### src/rtl/tenbaset_pkg.sv
// Shared types and default timing constants for the 10BASE-T transmit scheduler.
// Defaults assume a 60 MHz clock and a 20 MHz half-bit rate.
package tenbaset_pkg;

  typedef enum logic [1:0] {
    ST_IDLE  = 2'd0,
    ST_FRAME = 2'd1,
    ST_NLP   = 2'd2,
    ST_GAP   = 2'd3
  } state_t;

  localparam logic [1:0] SEL_IDLE  = 2'd0;
  localparam logic [1:0] SEL_FRAME = 2'd1;
  localparam logic [1:0] SEL_NLP   = 2'd2;

  localparam int DEF_CLK_DIV    = 3;
  localparam int DEF_FRAME_MAX  = 1212;
  localparam int DEF_NLP_LEN    = 56;
  localparam int DEF_NLP_PERIOD = 200000;
  localparam int DEF_IFG_TICKS  = 192;

  localparam int NLP_TMR_W = 18;

  // Requested lengths above the burst limit are sent truncated, never rejected.
  function automatic logic [10:0] clamp_len(input logic [10:0] len,
                                            input logic [10:0] max_len);
    return (len > max_len) ? max_len : len;
  endfunction

endpackage

### src/rtl/tenbaset_tick_gen.sv
// Half-bit tick divider: counts 0..CLK_DIV-1 and flags the last count with a
// registered one-cycle pulse.
module tenbaset_tick_gen #(
  parameter int CLK_DIV = 3
) (
  input  logic clk,
  input  logic rst,
  output logic tick
);

  localparam int CNT_W = (CLK_DIV > 1) ? $clog2(CLK_DIV) : 1;
  localparam logic [CNT_W-1:0] CNT_LAST = CNT_W'(CLK_DIV - 1);

  logic [CNT_W-1:0] cnt;
  logic [CNT_W-1:0] cnt_nxt;

  // NOTE: combinational helpers get a value on every path, so no latch is inferred.
  always_comb begin
    cnt_nxt = (cnt == CNT_LAST) ? '0 : cnt + 1'b1;
  end

  // tick is registered from the next count so it is high exactly while cnt==CNT_LAST.
  always_ff @(posedge clk) begin
    if (rst) begin
      cnt  <= '0;
      tick <= 1'b0;
    end else begin
      cnt  <= cnt_nxt;
      tick <= (cnt_nxt == CNT_LAST);
    end
  end

endmodule

### src/rtl/tenbaset_tx_scheduler.sv
// 10BASE-T transmit sequencer: arbitrates frame bursts against normal link
// pulses, enforces the inter-frame gap and publishes burst select and index.
module tenbaset_tx_scheduler
  import tenbaset_pkg::*;
#(
  parameter int CLK_DIV    = DEF_CLK_DIV,
  parameter int FRAME_MAX  = DEF_FRAME_MAX,
  parameter int NLP_LEN    = DEF_NLP_LEN,
  parameter int NLP_PERIOD = DEF_NLP_PERIOD,
  parameter int IFG_TICKS  = DEF_IFG_TICKS
) (
  input  logic        clk,
  input  logic        rst,
  input  logic        frame_req,
  input  logic [10:0] frame_len,
  output logic        tick,
  output logic [1:0]  sel,
  output logic [10:0] bit_idx,
  output logic        line_en,
  output logic        frame_grant,
  output logic        frame_done
);

  localparam int IDX_W = (FRAME_MAX > 1) ? $clog2(FRAME_MAX) : 1;
  localparam int GAP_W = $clog2(IFG_TICKS + 1);

  localparam logic [GAP_W-1:0]     GAP_LAST    = GAP_W'(IFG_TICKS - 1);
  localparam logic [NLP_TMR_W-1:0] NLP_DUE_VAL = NLP_TMR_W'(NLP_PERIOD);
  localparam logic [IDX_W-1:0]     NLP_LAST    = IDX_W'(NLP_LEN - 1);
  localparam logic [10:0]          LEN_LIMIT   = 11'(FRAME_MAX);

  state_t               state;
  logic [IDX_W-1:0]     idx;
  logic [IDX_W-1:0]     last_idx;
  logic [GAP_W-1:0]     gap_cnt;
  logic [NLP_TMR_W-1:0] nlp_tmr;
  logic                 nlp_due;

  tenbaset_tick_gen #(
    .CLK_DIV (CLK_DIV)
  ) u_tick_gen (
    .clk  (clk),
    .rst  (rst),
    .tick (tick)
  );

  assign nlp_due = (nlp_tmr == NLP_DUE_VAL);
  assign bit_idx = 11'(idx);

  // NOTE: all state here is updated with non-blocking assignments so every
  // right-hand side sees the pre-edge values regardless of statement order.
  always_ff @(posedge clk) begin
    if (rst) begin
      state       <= ST_IDLE;
      sel         <= SEL_IDLE;
      line_en     <= 1'b0;
      idx         <= '0;
      last_idx    <= '0;
      gap_cnt     <= '0;
      nlp_tmr     <= '0;
      frame_grant <= 1'b0;
      frame_done  <= 1'b0;
    end else begin
      frame_grant <= 1'b0;
      frame_done  <= 1'b0;

      if (tick) begin
        // Silence timer saturates at the NLP period; burst ends override below.
        if ((state == ST_IDLE || state == ST_GAP) && !nlp_due)
          nlp_tmr <= nlp_tmr + 1'b1;

        unique case (state)
          ST_IDLE: begin
            idx <= '0;
            if (nlp_due) begin
              state    <= ST_NLP;
              sel      <= SEL_NLP;
              line_en  <= 1'b1;
              last_idx <= NLP_LAST;
              nlp_tmr  <= '0;
            end else if (frame_req) begin
              frame_grant <= 1'b1;
              if (frame_len == '0) begin
                // Empty frame: acknowledge and still pay the full gap.
                frame_done <= 1'b1;
                state      <= ST_GAP;
                gap_cnt    <= '0;
                nlp_tmr    <= '0;
              end else begin
                state    <= ST_FRAME;
                sel      <= SEL_FRAME;
                line_en  <= 1'b1;
                last_idx <= IDX_W'(clamp_len(frame_len, LEN_LIMIT) - 11'd1);
              end
            end
          end

          ST_FRAME, ST_NLP: begin
            if (idx == last_idx) begin
              frame_done <= (state == ST_FRAME);
              state      <= ST_GAP;
              sel        <= SEL_IDLE;
              line_en    <= 1'b0;
              idx        <= '0;
              gap_cnt    <= '0;
              nlp_tmr    <= '0;
            end else begin
              idx <= idx + 1'b1;
            end
          end

          ST_GAP: begin
            if (gap_cnt == GAP_LAST) state   <= ST_IDLE;
            else                     gap_cnt <= gap_cnt + 1'b1;
          end

          default: state <= ST_IDLE;
        endcase
      end
    end
  end

endmodule

### config.mk
export PLATFORM = sky130hd
export DESIGN_NAME = tenbaset_tx_scheduler
export DESIGN_NICKNAME = d
export VERILOG_FILES = /design/src/rtl/tenbaset_pkg.sv /design/src/rtl/tenbaset_tick_gen.sv /design/src/rtl/tenbaset_tx_scheduler.sv
export SDC_FILE = /design/constraint.sdc
export NUM_CORES = 1
export LEC_CHECK = 0
export BUFFER_PORTS_ARGS = -buffer_cell sky130_fd_sc_hd__buf_2
export CORE_MARGIN = 2
export CORE_UTILIZATION = 60
export DETAILED_ROUTE_END_ITERATION = 12
export PLACE_DENSITY = 0.92
export SYNTH_ARGS = -nofsm -noshare
export SYNTH_HDL_FRONTEND = slang
export SYNTH_SLANG_ARGS = --single-unit
### constraint.sdc
create_clock -name clk -period 3.8 [get_ports clk]
set_input_delay 0.38 -clock clk [delete_from_list [all_inputs] [get_ports clk]]
set_output_delay 0.38 -clock clk [all_outputs]
set_load 0.005 [all_outputs]
==> results.toml, run 1 <==
[status]
status = "finished clean"

[placed_design]
portBuffers = 30
place_inst = 458
routabilityCongestion = 0.843
dp_hpwl_mm = 4.74
pre_cts_ws_ns = 0.957

[power]
ir_worst_vdd_mv = 0.399
p_per_area_nw_per_um2 = 415
leakage_uw = 0.00134

[floorplan]
dieArea_sq_um = 5760
dieHeight_um = 75.9
core_region_area_sq_um = 5040
rows = 26
start_util = 0.615
io_pins = 31
die_w_um = 75.9

[setup_path]
start_kind = "register"
cp-end-kind = "register"
cp.arrival_ns = 3.05
path_cells = "or4b_1, nor4_1, nand2_1, a21o_1, or3_1, a21oi_1"
worst_ep_required_time_ns = 4.06
cp_slowest_stage_delay_ns = 0.55
crit_family = "simple AND/OR/NAND/NOR gates"
r2r_setup_slack_ns = 1.01
crit_path_top_delay_cell = "or4b_1"
crit_type = "reg2reg"
timing.critical_path.buf_inv = 0
cp_max_fo = 21

[cts]
cts_tree = "yes"
clkTransAtPathRegs_ns = 0.07
cts_root_buffer = "clkbuf_8"
cts_inserted_buffers = 9
cts_max_path_buffers = 2
post_cts_buffers = 0
cts_max_level = 3
cts.sinks = 57
hold_buffers = 0
clk_latency_ns = 0.33
cts_resized = 0

[timing]
fin_setup_tns_ns = 0
skew_ns = 0.00578
rsz0062_at_grt = "no"
worstMarginPinSlew_ns = 1.14
hold_viol = 0
slew_headroom = 0.232
slew_viol_final = 0
fin_crit_ns = 2.79
fmax_mhz = 358
layout_setup_ws_ns = 1.01
finalCritPeriodShare = 0.735
setup_viol = 0

[layout]
drive_above_1_share = 0.146
nets = 421
layout.cells.non_filler = 474
area_growth_pct = 14.5
antenna_cells = 0
post-route-util = 0.704

[logic_synthesis]
synth_edf_count = 0
syn_inst = 372
async_flop_share = 0
synth_flop_cell = "dfxtp_1"
syn-num-nets = 394
yosysWarnings = 0
syn_avg_cell_area_sq_um = 8.33
synth-seq-area-share = 0.368
synth-seq-cells = 57
yosys.cell_types.count = 54
synth.cell_area_sq_um = 3100

[global_route]
grt_pass1_wl_mm = 10.9
antenna_found_initial = 0
grt_pass1_vias = 2507
overflow = 0
grt_usage = 0.247
grt_max_degree = 31

[hold_path]
hold_path_class = "in2reg"

[detailed_routing]
drc = 0
wl_mm = 6.57
wire_per_inst_um = 13.9
ant_nets = 0
vias_per_cell = 5.76
drt-pass1-iter-count = 5
drt-initial-drc-count = 190
vias = 2731

[run]
max-cap-violations = 0
[cell type report]
type / instances / area [sq um]
Fill cell: 367 / 1490
Timing Repair Buffer: 30 / 150
Inverter: 13 / 48.8
Tap cell: 70 / 87.6
Multi-Input combinational cell: 288 / 1860
Clock inverter: 7 / 141
Sequential cell: 57 / 1140
Clock buffer: 9 / 124
[flip-flops by register name (all words and copies together), names as in the netlist]
name            cells
nlp_tmr            18
bit_idx            11
last_idx           11
gap_cnt             8
sel                 2
state               2
u_tick_gen.cnt      2
frame_done          1
frame_grant         1
line_en             1
[cell usage after synthesis (2+ instances only)]
master     n  share of area
a311o_1    2         0.0065
xor2_1    25          0.071
and3_1     5          0.010
nand4b_1   2         0.0057
a21o_1     4         0.0097
mux2i_1    2         0.0065
nand2_1   39          0.047
a211o_1    2         0.0057
nor2b_1    6          0.012
dfxtp_1   57           0.37
nand3b_1   2         0.0048
clkbuf_1  12          0.015
nor2_1    42          0.051
o21ai_0    6         0.0097
nor4_1     7          0.014
nand3_1   17          0.027
nor3_1    12          0.019
o21ai_1    3         0.0048
or4_1      5          0.012
or2_2      4         0.0081
and2_1     3         0.0061
or3_1      7          0.014
ha_1       8          0.032
nand2b_1   3         0.0061
inv_1     13          0.016
xnor2_1   23          0.065
o31ai_1    2         0.0048
nand4_1   13          0.026
a21oi_1   21          0.034
[final timing paths]
kind	endpoint	startpoint	cells after the start
worst max-delay path	last_idx[6]	nlp_tmr[2]	6
worst min-delay path	frame_done	frame_req	3
worst max register to register	last_idx[6]	nlp_tmr[2]	6
worst min register to register	u_tick_gen.cnt[0]	u_tick_gen.cnt[0]	1
[cells by family after synthesis]
group                      after synthesis  share of synthesized area
muxes                                    2                    0.00646
AOI/OAI and AO/OA                       53                      0.125
xor gates and xnor gates                48                      0.136
buffers and inverters                   27                     0.0331
adders and majority gates                8                     0.0323
DFF                                     57                      0.368
and+or+nand+nor                        177                      0.299
[report_power, final]
part / switching [uW] / internal, uW / total (uW) / leakage, uW
registers: 9.81 / 607 / 617 / 0.000460
clock network: 248 / 503 / 751 / 0.000130
logic: 65.1 / 39.1 / 104 / 0.000751
total: 323 / 1150 / 1470 / 0.00134
[placed cells by master (no fill, tap or decap), types with 2 or more instances in the layout]
cell and n:
nand4_1 13, a21oi_1 21, o31ai_1 2, nor2b_1 6, nor3_1 12, ha_1 8, nor4_1 7, mux2i_1 2
o21ai_0 6, a211o_1 2, a311o_1 2, o21ai_1 3, nand3_1 17, and2_1 3, nor2_1 42, xnor2_1 23
xor2_1 25, nand4b_1 2, or2_2 4, nand2_1 39, nand2b_1 3, and3_1 5, nand3b_1 2, buf_2 30
or4_1 5, bufinv_16 4, inv_1 13, or3_1 7, a21o_1 4, dfxtp_1 57, clkbuf_8 9
[metrics by stage]
step / hold slack [ns] / area [sq um] / total power, uW
6_report: 0.387 / 3550 / 1470
5_1_grt: 0.377 / 3550 / 1520
4_1_cts: 0.378 / 3550 / 1480
3_5_place_dp: 0.406 / 3280 / 733
3_3_place_gp: 0.398 / 3280 / 730
2_1_floorplan: 0.389 / 3100 / 700
[worst min-delay path, cell delays in order]
cell	delay (ns)
buf_2	0.13
nand4_1	0.07
a211oi_1	0.08
[metal layers]
layer,wire length [um],part of all wire,track usage,vias to the layer above
met3,300,0.046,0.0542,18
met1,2930,0.45,0.308,1288
met2,3170,0.48,0.398,67
li1,-,-,-,1358
met5,0,0,0,-
met4,160,0.024,0.129,0
Note: power is estimated with default switching activity, not from simulation.
==> inputs of run 2 (changes only) <==
--- a/config.mk
+++ b/config.mk
@@ -7,9 +7,9 @@
 export LEC_CHECK = 0
 export BUFFER_PORTS_ARGS = -buffer_cell sky130_fd_sc_hd__buf_2
 export CORE_MARGIN = 2
-export CORE_UTILIZATION = 60
+export CORE_UTILIZATION = 59
 export DETAILED_ROUTE_END_ITERATION = 12
-export PLACE_DENSITY = 0.92
+export PLACE_DENSITY = 0.91
 export SYNTH_ARGS = -nofsm -noshare
 export SYNTH_HDL_FRONTEND = slang
 export SYNTH_SLANG_ARGS = --single-unit
==> constraint.sdc (replaced) <==
create_clock -name clk -period 2.89 [get_ports clk]
set_input_delay 0.289 -clock clk [delete_from_list [all_inputs] [get_ports clk]]
set_output_delay 0.289 -clock clk [all_outputs]
set_load 0.005 [all_outputs]
==> results.toml, run 2 (synthesized netlist as in run 1, its figures left out) <==
[status]
status = "finished clean"

[detailed_routing]
vias = 2793
ant_nets = 0
drt-initial-drc-count = 202
drt-pass1-iter-count = 5
wl_mm = 7.13
vias_per_cell = 5.82
drc = 0
wire_per_inst_um = 14.9

[timing]
skew_ns = 0.00869
setup_viol = 0
slew_headroom = 0.501
hold_viol = 0
fin_crit_ns = 2.64
rsz0062_at_grt = "no"
slew_viol_final = 0
finalCritPeriodShare = 0.914
fin_setup_tns_ns = 0
fmax_mhz = 379
worstMarginPinSlew_ns = 0.741
hold_ws_ns = 0.293

[layout]
layout_common_cells = "57 x dfxtp_1, 42 x nor2_1, 39 x nand2_1"
area_growth_pct = 14.7
nets = 428
post-route-util = 0.700
layout_commonest_cell = "dfxtp_1"
drive_above_1_share = 0.159
final_cell_area_sq_um = 3550
fill_cells = 385
largest_register_ffs = 18
regMostFlops = "nlp_tmr"
antenna_cells = 0

[cts]
cts_inserted_buffers = 9
cts_tree = "yes"
post_cts_buffers = 0
cts_resized = 0
cts_max_level = 3
clk_latency_ns = 0.35
clkTransAtPathRegs_ns = 0.06
cts_max_path_buffers = 2
hold_buffers = 0
cts_root_buffer = "clkbuf_8"
cts.sinks = 57

[global_route]
overflow = 0
grt_max_degree = 31
grt_usage = 0.261
grt_pass1_vias = 2701
grt_pass1_wl_mm = 12.2
antenna_found_initial = 0

[placed_design]
portBuffers = 30
place_area_sq_um = 3340
routabilityCongestion = 0.888
dp_hpwl_mm = 5.12

[power]
p_comb_frac = 0.082
p_per_area_nw_per_um2 = 503
p_int_uw = 1360
seqPwrFrac = 0.453
total_power_uw = 1790
leakage_uw = 0.00135
switching_power_uw = 431
switching_share = 0.241
share_clk_of_total_power = 0.465
ir_worst_vdd_mv = 0.266

[setup_path]
path_cells = "or4b_1, nor4_1, nand2_1, a21o_1, or3_1, a21oi_1"
cp_slowest_stage_delay_ns = 0.55
cp_max_fo = 21
crit_type = "reg2reg"
worst_ep_required_time_ns = 3.17
crit_path_top_delay_cell = "or4b_1"
cp-end-kind = "register"
start_kind = "register"
cp.arrival_ns = 2.92

[floorplan]
rows = 26
dieArea_sq_um = 5850
core_region_area_sq_um = 5070
start_util = 0.611
die_w_um = 76.5
dieHeight_um = 76.5
io_pins = 31

[run]
max-cap-violations = 0

[hold_path]
hold_path_class = "in2reg"
## run 2: changes by cell type in the layout (fill, tap and decap cells not counted), sizes merged
cell	before	now
buf	30	37
bufinv	4	2
clkinvlp	1	2
clkbuf	9	10
inv	14	13
## run 2: worst max-delay path: cells and delay by family (launching register included)
| family | cells | cell delay [ns] |
|---|---|---|
| simple gates | 4 | 1.65 |
| compound gates | 2 | 0.57 |
| flops | 1 | 0.34 |
## run 2: layer usage
layer	up-vias	part of all wire	global-route usage
met5	-	0	0
met3	21	0.060	0.0829
met2	108	0.49	0.435
met1	1290	0.42	0.304
li1	1374	-	-
met4	0	0.026	0.125
## run 2: through the flow
step	instances	setup WS, ns
2_1_floorplan	372	0.561
3_3_place_gp	465	0.375
3_5_place_dp	465	0.305
4_1_cts	480	0.295
5_1_grt	480	0.00937
6_report	480	0.249
## run 2: path summary, 6_finish.rpt
| kind | startpoint | to | slack (ns) | cells past startpoint |
|---|---|---|---|---|
| setup / recovery | nlp_tmr[2] | last_idx[6] | 0.25 | 6 |
| hold / removal | frame_req | frame_done | 0.29 | 3 |
| hold reg to reg | u_tick_gen.cnt[0] | u_tick_gen.cnt[0] | 0.42 | 1 |
| setup reg to reg | nlp_tmr[2] | last_idx[6] | 0.25 | 6 |
## run 2: power groups by stage
stage	logic, uW	registers (uW)	clock network, uW
floorplan	97.1	824	0
global placement	137	826	0
CTS	144	809	840
finish	146	809	831
global route	161	810	876
detailed placement	142	827	0
## run 2: cell type report
type / count / area, sq um / share of cell area
clock buffers: 10 / 138 / 0.0387
clock inverters: 5 / 80.1 / 0.0225
inverters: 13 / 48.8 / 0.0137
multi-input cells: 288 / 1860 / 0.522
flip-flops and latches: 57 / 1140 / 0.321
well taps: 70 / 87.6 / 0.0246
repair buffers: 37 / 203 / 0.0570
==> inputs of run 3 (changes only) <==
--- a/config.mk
+++ b/config.mk
@@ -10,6 +10,7 @@
 export CORE_UTILIZATION = 59
 export DETAILED_ROUTE_END_ITERATION = 12
 export PLACE_DENSITY = 0.91
+export RECOVER_POWER = 100
 export SYNTH_ARGS = -nofsm -noshare
 export SYNTH_HDL_FRONTEND = slang
 export SYNTH_SLANG_ARGS = --single-unit
==> results.toml, run 3 (synthesized netlist as in run 1, its figures left out) <==
[timing]
slew_viol_final = 0
hold_viol = 0
finalCritPeriodShare = 0.925
fin_setup_tns_ns = 0
skew_ns = 0.00860
worstMarginPinSlew_ns = 0.718
layout_setup_ws_ns = 0.216
fin_crit_ns = 2.67
setup_viol = 0
fmax_mhz = 374
rsz0062_at_grt = "no"
slew_headroom = 0.517

[floorplan]
dieArea_sq_um = 5850
dieHeight_um = 76.5
core_region_area_sq_um = 5070
rows = 26
start_util = 0.611
die_w_um = 76.5
io_pins = 31

[setup_path]
crit_type = "reg2reg"
start_kind = "register"
cp_slowest_stage_delay_ns = 0.64
cp.arrival_ns = 2.95
r2r-end = "state[0]"
path_cells = "or4b_1, or4_1, nor2_8, o2111ai_1, or3b_1, a21oi_1"
r2r.worst_path.cells = 6
crit_path_top_delay_cell = "or4_1"
worst_ep_required_time_ns = 3.16
cp_max_fo = 10
regToRegStartpoint = "nlp_tmr[2]"
r2r_setup_slack_ns = 0.22
cp-end-kind = "register"

[layout]
drive_above_1_share = 0.132
layout.cells.non_filler = 480
area_growth_pct = 12.6
antenna_cells = 0
largest_register_ffs = 18
layout_commonest_cell = "dfxtp_1"
nets = 428
final_cell_area_sq_um = 3490
layout_common_cells = "57 x dfxtp_1, 42 x nor2_1, 39 x nand2_1"
regMostFlops = "nlp_tmr"

[power]
p_per_area_nw_per_um2 = 509
p_int_uw = 1350
leakage_uw = 0.00130
p_comb_frac = 0.078
switching_power_uw = 427
switching_share = 0.240
share_clk_of_total_power = 0.467
ir_worst_vdd_mv = 0.266
seqPwrFrac = 0.455

[status]
status = "finished clean"

[global_route]
overflow = 0
grt_pass1_vias = 2701
grt_pass1_wl_mm = 12.2
grt_max_degree = 31
antenna_found_initial = 0
grt_usage = 0.261

[placed_design]
portBuffers = 30
place_area_sq_um = 3340
dp_hpwl_mm = 5.12
routabilityCongestion = 0.888
place_inst = 465
pre_cts_ws_ns = 0.305

[hold_path]
holdPathStages = 3
hold_path_end = "frame_done"
hold_path_class = "in2reg"
min_from = "frame_req"

[run]
max-cap-violations = 0

[detailed_routing]
drt-pass1-iter-count = 4
ant_nets = 0
vias_per_cell = 5.82
drc = 0
wire_per_inst_um = 14.9
wl_mm = 7.16
vias = 2794
drt-initial-drc-count = 189

[cts]
cts_tree = "yes"
cts_max_path_buffers = 2
clk_latency_ns = 0.35
post_cts_buffers = 0
cts_resized = 0
cts_max_level = 3
clkTransAtPathRegs_ns = 0.06
cts.sinks = 57
cts_inserted_buffers = 9
hold_buffers = 0
cts_root_buffer = "clkbuf_8"
==> run 3: cell count changes in the layout (fill, tap and decap cells not counted), sizes merged <==
cell / before / now
clkbuf: 10 / 19
buf: 37 / 28
==> run 3: worst max path at each step <==
stage | startpoint | endpoint | slack, ns | cells after the start
final | nlp_tmr[2] | state[0] | 0.22 | 6
after global routing | nlp_tmr[2] | last_idx[6] | 0.02 | 6
after CTS | nlp_tmr[2] | last_idx[6] | 0.30 | 6
after detailed placement | nlp_tmr[2] | last_idx[6] | 0.31 | 6
after global placement | nlp_tmr[2] | last_idx[8] | 0.37 | 6
after floorplan | nlp_tmr[2] | state[0] | 0.56 | 6
==> run 3: power groups by stage <==
stage	combinational (uW)	clock (uW)	sequential, uW
after CTS	144	840	809
after global placement	137	0	826
after detailed placement	142	0	827
after floorplan	97.1	0	824
after global routing	154	876	810
final	139	831	809
==> run 3: layer usage <==
layer  GRT usage  vias to the layer above  share of wire
met5           0                        -              0
met4       0.125                        0          0.024
met3      0.0829                       21          0.051
met2       0.435                       87           0.49
met1       0.304                     1314           0.44
li1            -                     1372              -
==> run 3: stage by stage <==
step / utilization / hold slack (ns) / power (uW)
floorplan: - / 0.389 / 921
global placement: 0.657 / 0.398 / 964
detailed placement: 0.657 / 0.411 / 969
CTS: 0.700 / 0.279 / 1790
global route: 0.688 / 0.299 / 1840
finish: 0.688 / 0.297 / 1780
==> run 3: cell type report <==
cell class	count	area, sq um
Sequential cell	57	1140
Fill cell	401	1580
Clock inverter	5	80.1
Multi-Input combinational cell	288	1820
Inverter	13	48.8
Tap cell	70	87.6
Clock buffer	10	138
Timing Repair Buffer	37	180
==> run 3: worst max-delay path: cells and delay by family, from the launching register on <==
family / cells / cell delay (ns)
AOI/OAI and AO/OA: 2 / 0.39
DFF: 1 / 0.34
and+or+nand+nor: 4 / 1.87
